<file path="config.mk">
export PLATFORM = sky130hd
export DESIGN_NAME = jogo_memoria_param
export DESIGN_NICKNAME = d
export VERILOG_FILES = /design/src/rtl/jogo_memoria_param.sv
export SDC_FILE = /design/constraint.sdc
export NUM_CORES = 1
export LEC_CHECK = 0
export ABC_AREA = 1
export CORE_MARGIN = 2
export CORE_UTILIZATION = 52
export CTS_BUF_LIST = sky130_fd_sc_hd__clkbuf_2
export DETAILED_ROUTE_END_ITERATION = 8
export GPL_TIMING_DRIVEN = 0
export HOLD_SLACK_MARGIN = 0.08
export PLACE_DENSITY = 0.76
export RECOVER_POWER = 50
export SLEW_MARGIN = 20
export SYNTH_ARGS = -nofsm -noshare
export SYNTH_HDL_FRONTEND = slang
export SYNTH_SLANG_ARGS = --single-unit
</file>
<file path="constraint.sdc">
create_clock -name clock -period 2.05 [get_ports clock]
set_input_delay 0.205 -clock clock [delete_from_list [all_inputs] [get_ports clock]]
set_output_delay 0.205 -clock clock [all_outputs]
set_load 0.03 [all_outputs]
</file>
<file path="src/rtl/jogo_memoria_param.sv">
// Parametrised memory-game core: records the player's sequence, plays it back on the LEDs,
// then checks the reproduction with an optional per-move timeout and a running score.
module jogo_memoria_param #(
    parameter int  N_BOTOES     = 4,
    parameter int  MAX_RODADAS  = 16,
    parameter int  DEMO_RODADAS = 4,
    parameter int  T_ACESO      = 1000,
    parameter int  T_APAGADO    = 500,
    parameter int  T_TIMEOUT    = 5000,
    localparam int WB           = ($clog2(N_BOTOES) < 1) ? 1 : $clog2(N_BOTOES),
    localparam int WR           = $clog2(MAX_RODADAS + 1)
) (
    input  logic                clock,
    input  logic                reset,
    input  logic                jogar,
    input  logic [1:0]          configuracao,
    input  logic [N_BOTOES-1:0] botoes,
    output logic [N_BOTOES-1:0] leds,
    output logic                ganhou,
    output logic                perdeu,
    output logic                timeout,
    output logic                pronto,
    output logic [WR-1:0]       pontuacao,
    output logic [3:0]          db_estado,
    output logic [WR-1:0]       db_endereco,
    output logic [WR-1:0]       db_limite
);

    localparam int WA     = (MAX_RODADAS > 1) ? $clog2(MAX_RODADAS) : 1;
    localparam int T_MAX0 = (T_ACESO > T_APAGADO) ? T_ACESO : T_APAGADO;
    localparam int T_MAX  = (T_MAX0 > T_TIMEOUT) ? T_MAX0 : T_TIMEOUT;
    localparam int WT     = $clog2(T_MAX + 1);

    localparam logic [WR-1:0]       UM       = WR'(1);
    localparam logic [WR-1:0]       L_DEMO   = WR'(DEMO_RODADAS);
    localparam logic [WR-1:0]       L_MAX    = WR'(MAX_RODADAS);
    localparam logic [WT-1:0]       FIM_ACE  = WT'(T_ACESO - 1);
    localparam logic [WT-1:0]       FIM_APA  = WT'(T_APAGADO - 1);
    localparam logic [WT-1:0]       FIM_TMO  = WT'(T_TIMEOUT - 1);
    localparam logic [N_BOTOES-1:0] LED_UM   = {{(N_BOTOES-1){1'b0}}, 1'b1};

    typedef enum logic [3:0] {
        INICIAL        = 4'h0,
        PREPARA        = 4'h1,
        ESCOLHA        = 4'h2,
        GRAVA          = 4'h3,
        MOSTRA_ACESO   = 4'h4,
        MOSTRA_APAGADO = 4'h5,
        ESPERA         = 4'h6,
        COMPARA        = 4'h7,
        GANHOU         = 4'hA,
        TIMEOUT        = 4'hD,
        PERDEU         = 4'hE
    } Estado;

    Estado               r_estado;
    Estado               w_proximo;

    logic [N_BOTOES-1:0] r_botoesAnt;
    logic [WB-1:0]       r_jogada;
    logic [WB-1:0]       r_mem [MAX_RODADAS];
    logic [WR-1:0]       r_len;
    logic [WR-1:0]       r_ptr;
    logic [WR-1:0]       r_limite;
    logic [WR-1:0]       r_pontuacao;
    logic                r_tmoEn;
    logic [WT-1:0]       r_cont;

    logic [WB-1:0]       w_indice;
    logic [WB-1:0]       w_elem;
    logic                w_jogadaDet;
    logic                w_ultimo;
    logic                w_acerto;
    logic                w_fimAceso;
    logic                w_fimApagado;
    logic                w_expirou;
    logic                w_contando;

    // A move is a rising edge of "any button pressed"; held buttons never repeat.
    assign w_jogadaDet  = (r_botoesAnt == '0) && (botoes != '0);
    assign w_elem       = r_mem[r_ptr[WA-1:0]];
    assign w_ultimo     = (r_ptr == (r_len - UM));
    assign w_acerto     = (w_elem == r_jogada);
    assign w_fimAceso   = (r_cont == FIM_ACE);
    assign w_fimApagado = (r_cont == FIM_APA);
    assign w_expirou    = r_tmoEn && (r_cont == FIM_TMO);
    assign w_contando   = (r_estado == MOSTRA_ACESO) || (r_estado == MOSTRA_APAGADO) ||
                          ((r_estado == ESPERA) && r_tmoEn);

    always_comb begin
        w_indice = '0;
        for (int i = N_BOTOES - 1; i >= 0; i--) begin
            if (botoes[i]) begin
                w_indice = WB'(i);
            end
        end
    end

    always_ff @(posedge clock or posedge reset) begin
        if (reset) begin
            r_estado <= INICIAL;
        end else begin
            r_estado <= w_proximo;
        end
    end

    always_comb begin
        w_proximo = r_estado;
        case (r_estado)
            INICIAL: begin
                if (jogar) w_proximo = PREPARA;
            end
            PREPARA: begin
                w_proximo = ESCOLHA;
            end
            ESCOLHA: begin
                if (w_jogadaDet) w_proximo = GRAVA;
            end
            GRAVA: begin
                w_proximo = MOSTRA_ACESO;
            end
            MOSTRA_ACESO: begin
                if (w_fimAceso) w_proximo = MOSTRA_APAGADO;
            end
            MOSTRA_APAGADO: begin
                if (w_fimApagado) w_proximo = w_ultimo ? ESPERA : MOSTRA_ACESO;
            end
            ESPERA: begin
                // A move arriving in the expiry cycle takes precedence.
                if (w_jogadaDet)    w_proximo = COMPARA;
                else if (w_expirou) w_proximo = TIMEOUT;
            end
            COMPARA: begin
                if (!w_acerto)              w_proximo = PERDEU;
                else if (!w_ultimo)         w_proximo = ESPERA;
                else if (r_len == r_limite) w_proximo = GANHOU;
                else                        w_proximo = ESCOLHA;
            end
            GANHOU, PERDEU, TIMEOUT: begin
                if (jogar) w_proximo = PREPARA;
            end
            default: begin
                w_proximo = INICIAL;
            end
        endcase
    end

    always_comb begin
        leds    = '0;
        ganhou  = 1'b0;
        perdeu  = 1'b0;
        timeout = 1'b0;
        case (r_estado)
            ESCOLHA, ESPERA: leds    = botoes;
            MOSTRA_ACESO:    leds    = LED_UM << w_elem;
            GANHOU:          ganhou  = 1'b1;
            PERDEU:          perdeu  = 1'b1;
            TIMEOUT:         timeout = 1'b1;
            default: begin
            end
        endcase
    end

    assign pronto      = ganhou | perdeu | timeout;
    assign pontuacao   = r_pontuacao;
    assign db_estado   = r_estado;
    assign db_endereco = r_ptr;
    assign db_limite   = r_len;

    // Single timer shared by playback phases and the move timeout; restarts on every state change.
    always_ff @(posedge clock or posedge reset) begin
        if (reset) begin
            r_cont <= '0;
        end else if ((w_proximo != r_estado) || !w_contando) begin
            r_cont <= '0;
        end else begin
            r_cont <= r_cont + WT'(1);
        end
    end

    always_ff @(posedge clock or posedge reset) begin
        if (reset) begin
            r_botoesAnt <= '0;
            r_jogada    <= '0;
            r_len       <= '0;
            r_ptr       <= '0;
            r_limite    <= '0;
            r_pontuacao <= '0;
            r_tmoEn     <= 1'b0;
        end else begin
            r_botoesAnt <= botoes;
            if (w_jogadaDet) begin
                r_jogada <= w_indice;
            end
            case (r_estado)
                PREPARA: begin
                    r_len       <= '0;
                    r_ptr       <= '0;
                    r_pontuacao <= '0;
                    r_limite    <= configuracao[0] ? L_DEMO : L_MAX;
                    r_tmoEn     <= configuracao[1];
                end
                GRAVA: begin
                    r_len <= r_len + UM;
                    r_ptr <= '0;
                end
                MOSTRA_APAGADO: begin
                    if (w_fimApagado) begin
                        r_ptr <= w_ultimo ? '0 : (r_ptr + UM);
                    end
                end
                COMPARA: begin
                    if (w_acerto) begin
                        if (w_ultimo) r_pontuacao <= r_len;
                        else          r_ptr       <= r_ptr + UM;
                    end
                end
                default: begin
                end
            endcase
        end
    end

    // Sequence storage survives between games, so it carries no reset.
    always_ff @(posedge clock) begin
        if (r_estado == GRAVA) begin
            r_mem[r_len[WA-1:0]] <= r_jogada;
        end
    end

endmodule

</file>
==> impl_metrics.ini <==
[sta]
clock_skew_ns = 0.02432
finalHoldViolations = 0
max_slew_margin = 0.5040
setup_slack_ns = -0.2254
rsz0062_at_grt = true
slew_violations = 0
setup_viol = 15
period_share = 1.110
clock.fmax_ghz = 0.4395
tightest_slew_ns = 0.7440
final.setup.tns_ns = -1.324
period_needed_ns = 2.275

[synthesis]
netlist_top_cells_count = nand2_1 (134), inv_1 (68), nand3_1 (52)
synth_nets = 507
synth_edf_count = 32
synth_flop_cell = dfrtp_1
ys_top_cells_by_area = dfrtp_1 (26%), edfxtp_1 (24%), nand2_1 (13%)
synth_top_area_cell = dfrtp_1
post-synth-top-count-cell = nand2_1
yosys_warnings = 0
yosysUniqueCellTypes = 33
synth_area_um2 = 3990
synth.top_cell.area_share = 0.2571
netlist_instances = 491
avgSynthCellArea_um2 = 8.126
ys_ff_latch = 73
async_reset_ff_frac = 0.5616
yosysSeqAreaShare = 0.4980

[pwr]
power_density_nw_per_um2 = 1060
irDropWorstVdd_uv = 701.1
p_total_uw = 5483
p_leak_uw = 0.002365

[setup_path]
cp_max_fo = 6
cp_data_required_time_ns = 1.85
crit_path_start_kind = flop
critical_path_arrival_ns = 2.07
crit_type = flop to output port
startpoint = db_endereco[0]$_DFFE_PP0P_
r2r-start = db_endereco[0]$_DFFE_PP0P_
endpoint_kind = output port
ff2ff_path_depth = 18

[detailed_routing]
drt-wirelength-per-cell_um = 14.79
ant_nets = 0
routed_wl_um = 9868
routed_via_density = 5.307
dr.pass1.iters = 7
drt-initial-drc-count = 252
drc = 0
vias = 3540

[finish]
multi_input_area_um2 = 1948
fin_nets = 579
utilization = 0.7054
layout-drive-gt1-share = 0.2817
n_fill_cell = 544
areaGrowthSynthToFinish_pct = 29.60
regArea_um2 = 1994
final_area_um2 = 5171
final_cells = 667
antennaDiodeCount = 0

[floorplan]
die_x_um = 91.60
core-area_um2 = 7331
die_area_um2 = 8390
die_h_um = 91.60
start_util = 0.5443
io_pins = 36
row_count = 31

[global_routing]
grt_pass1_vias = 3254
grt_pass1_wl_um = 15150
antenna_found_initial = 0
grt_use_total = 0.2291
grt_max_degree = 30
overflow = 0

[placed_design]
hpwl_um = 6360
dp_cells = 626
io_buffers = 35
dpl_cell_area_um2 = 4487
place_congestion = 0.9222

[min_path]
hold_path_class = input port to flop
hold_path_depth = 3
hold_start = configuracao[0]

[clock_tree]
root_buffer = clkbuf_2
numCtsBuffers = 9
cts_tree = built
htree_levels = 3
path_clk_slew_ns = 0.21
clock-sinks = 73
clkLatencyLatePin_ns = 0.51
cts_buffer_depth = 2

[run]
drv_cap = 0

[outcome]
violations = setup timing
outcome = finished with violations
==> stage by stage <==
step	hold WS (ns)	setup WS, ns
floorplan	0.2364	0.001199
finish	0.2386	-0.2254
detailed placement	0.4487	-0.3876
global placement	0.4428	-0.3125
global route	0.2360	-0.3194
CTS	0.1537	-0.2394
==> area by class of cell <==
class / count / share of cell area
buffer: 11 / 0.01911
clock buffer: 11 / 0.01065
clock inverter: 5 / 0.01573
inverter: 75 / 0.05589
multi-input combinational: 332 / 0.3767
sequential: 73 / 0.3857
tap: 99 / 0.02395
timing repair buffer: 61 / 0.1123
==> sequential cells by signal, summed over array words and instances (netlist names) <==
| name | count |
|---|---|
| db_endereco | 5 |
| db_estado | 4 |
| db_limite | 5 |
| pontuacao | 5 |
| r_botoesAnt | 4 |
| r_cont | 13 |
| r_jogada | 2 |
| r_limite | 2 |
| r_mem | 32 |
| r_tmoEn | 1 |
==> repair_timing <==
action                                  CTS  global route
setup buffers                             7            13
hold endpoints to repair                 12             0
hold buffers                              1             0
cloned                                    3             1
pin swaps                                18            21
endpoints found under the setup margin   44            40
gates resized for setup                  89            54
==> worst max-delay path, cell delays in order, from the launching register on <==
cell and delay [ns]:
dfrtp_2 0.53, inv_4 0.11, buf_6 0.13, nand2_1 0.05
nand2_1 0.06, nand2_1 0.07, nand3_2 0.11, nand3_4 0.09
nand2_4 0.10, inv_2 0.05, o22ai_2 0.12, buf_6 0.15
==> worst paths after layout <==
path,to,slack [ns]
max,leds[3],-0.23
min,r_limite[2]$_DFFE_PP0P_,0.24
max in group asynchronous,db_endereco[3]$_DFFE_PP0P_,0.27
min reg2reg,pontuacao[1]$_DFFE_PP0P_,0.50
max reg2reg,db_endereco[3]$_DFFE_PP0P_,-0.07
min in group asynchronous,r_limite[2]$_DFFE_PP0P_,0.65
==> power by group <==
group	total [uW]	switching (uW)	internal, uW
Combinational	2680	1560	1120
Clock	933	519	414
Sequential	1870	181	1690
Total	5480	2260	3220
==> layout by cell type (no fill, tap or decap), types with 3 or more instances in the layout <==
cell type	n
nand2_1	107
inv_1	62
nor2_1	44
dfrtp_1	35
nand3_1	33
edfxtp_1	32
nand2_2	25
clkdlybuf4s50_1	22
buf_4	20
nor2_2	17
nand3_2	16
clkbuf_2	13
buf_6	12
xor2_1	12
inv_2	10
a21oi_1	9
o21ai_0	9
nand2_4	8
xnor2_1	8
nor3_1	6
dfrtp_2	6
dlygate4sd3_1	6
buf_2	5
ha_1	5
o22ai_1	4
o22ai_2	4
inv_4	3
nand3_4	3
nand4_1	3
nand3b_1	3
==> cells by family after synthesis <==
kind of cell / after synthesis / synth area share
flops: 73 / 0.4980
xor+xnor: 20 / 0.04390
simple gates: 271 / 0.2960
compound gates: 34 / 0.05206
buf+inv: 86 / 0.08811
fa+ha+maj: 7 / 0.02195
==> per-layer routing <==
layer / global-route usage / part of all wire / vias to the layer above
li1: - / - / 1709
met1: 0.3001 / 0.43 / 1681
met2: 0.3903 / 0.51 / 130
met3: 0.03568 / 0.049 / 20
met4: 0.07197 / 0.016 / 0
met5: 0 / 0 / -
Power figures use the tool's default switching activity.
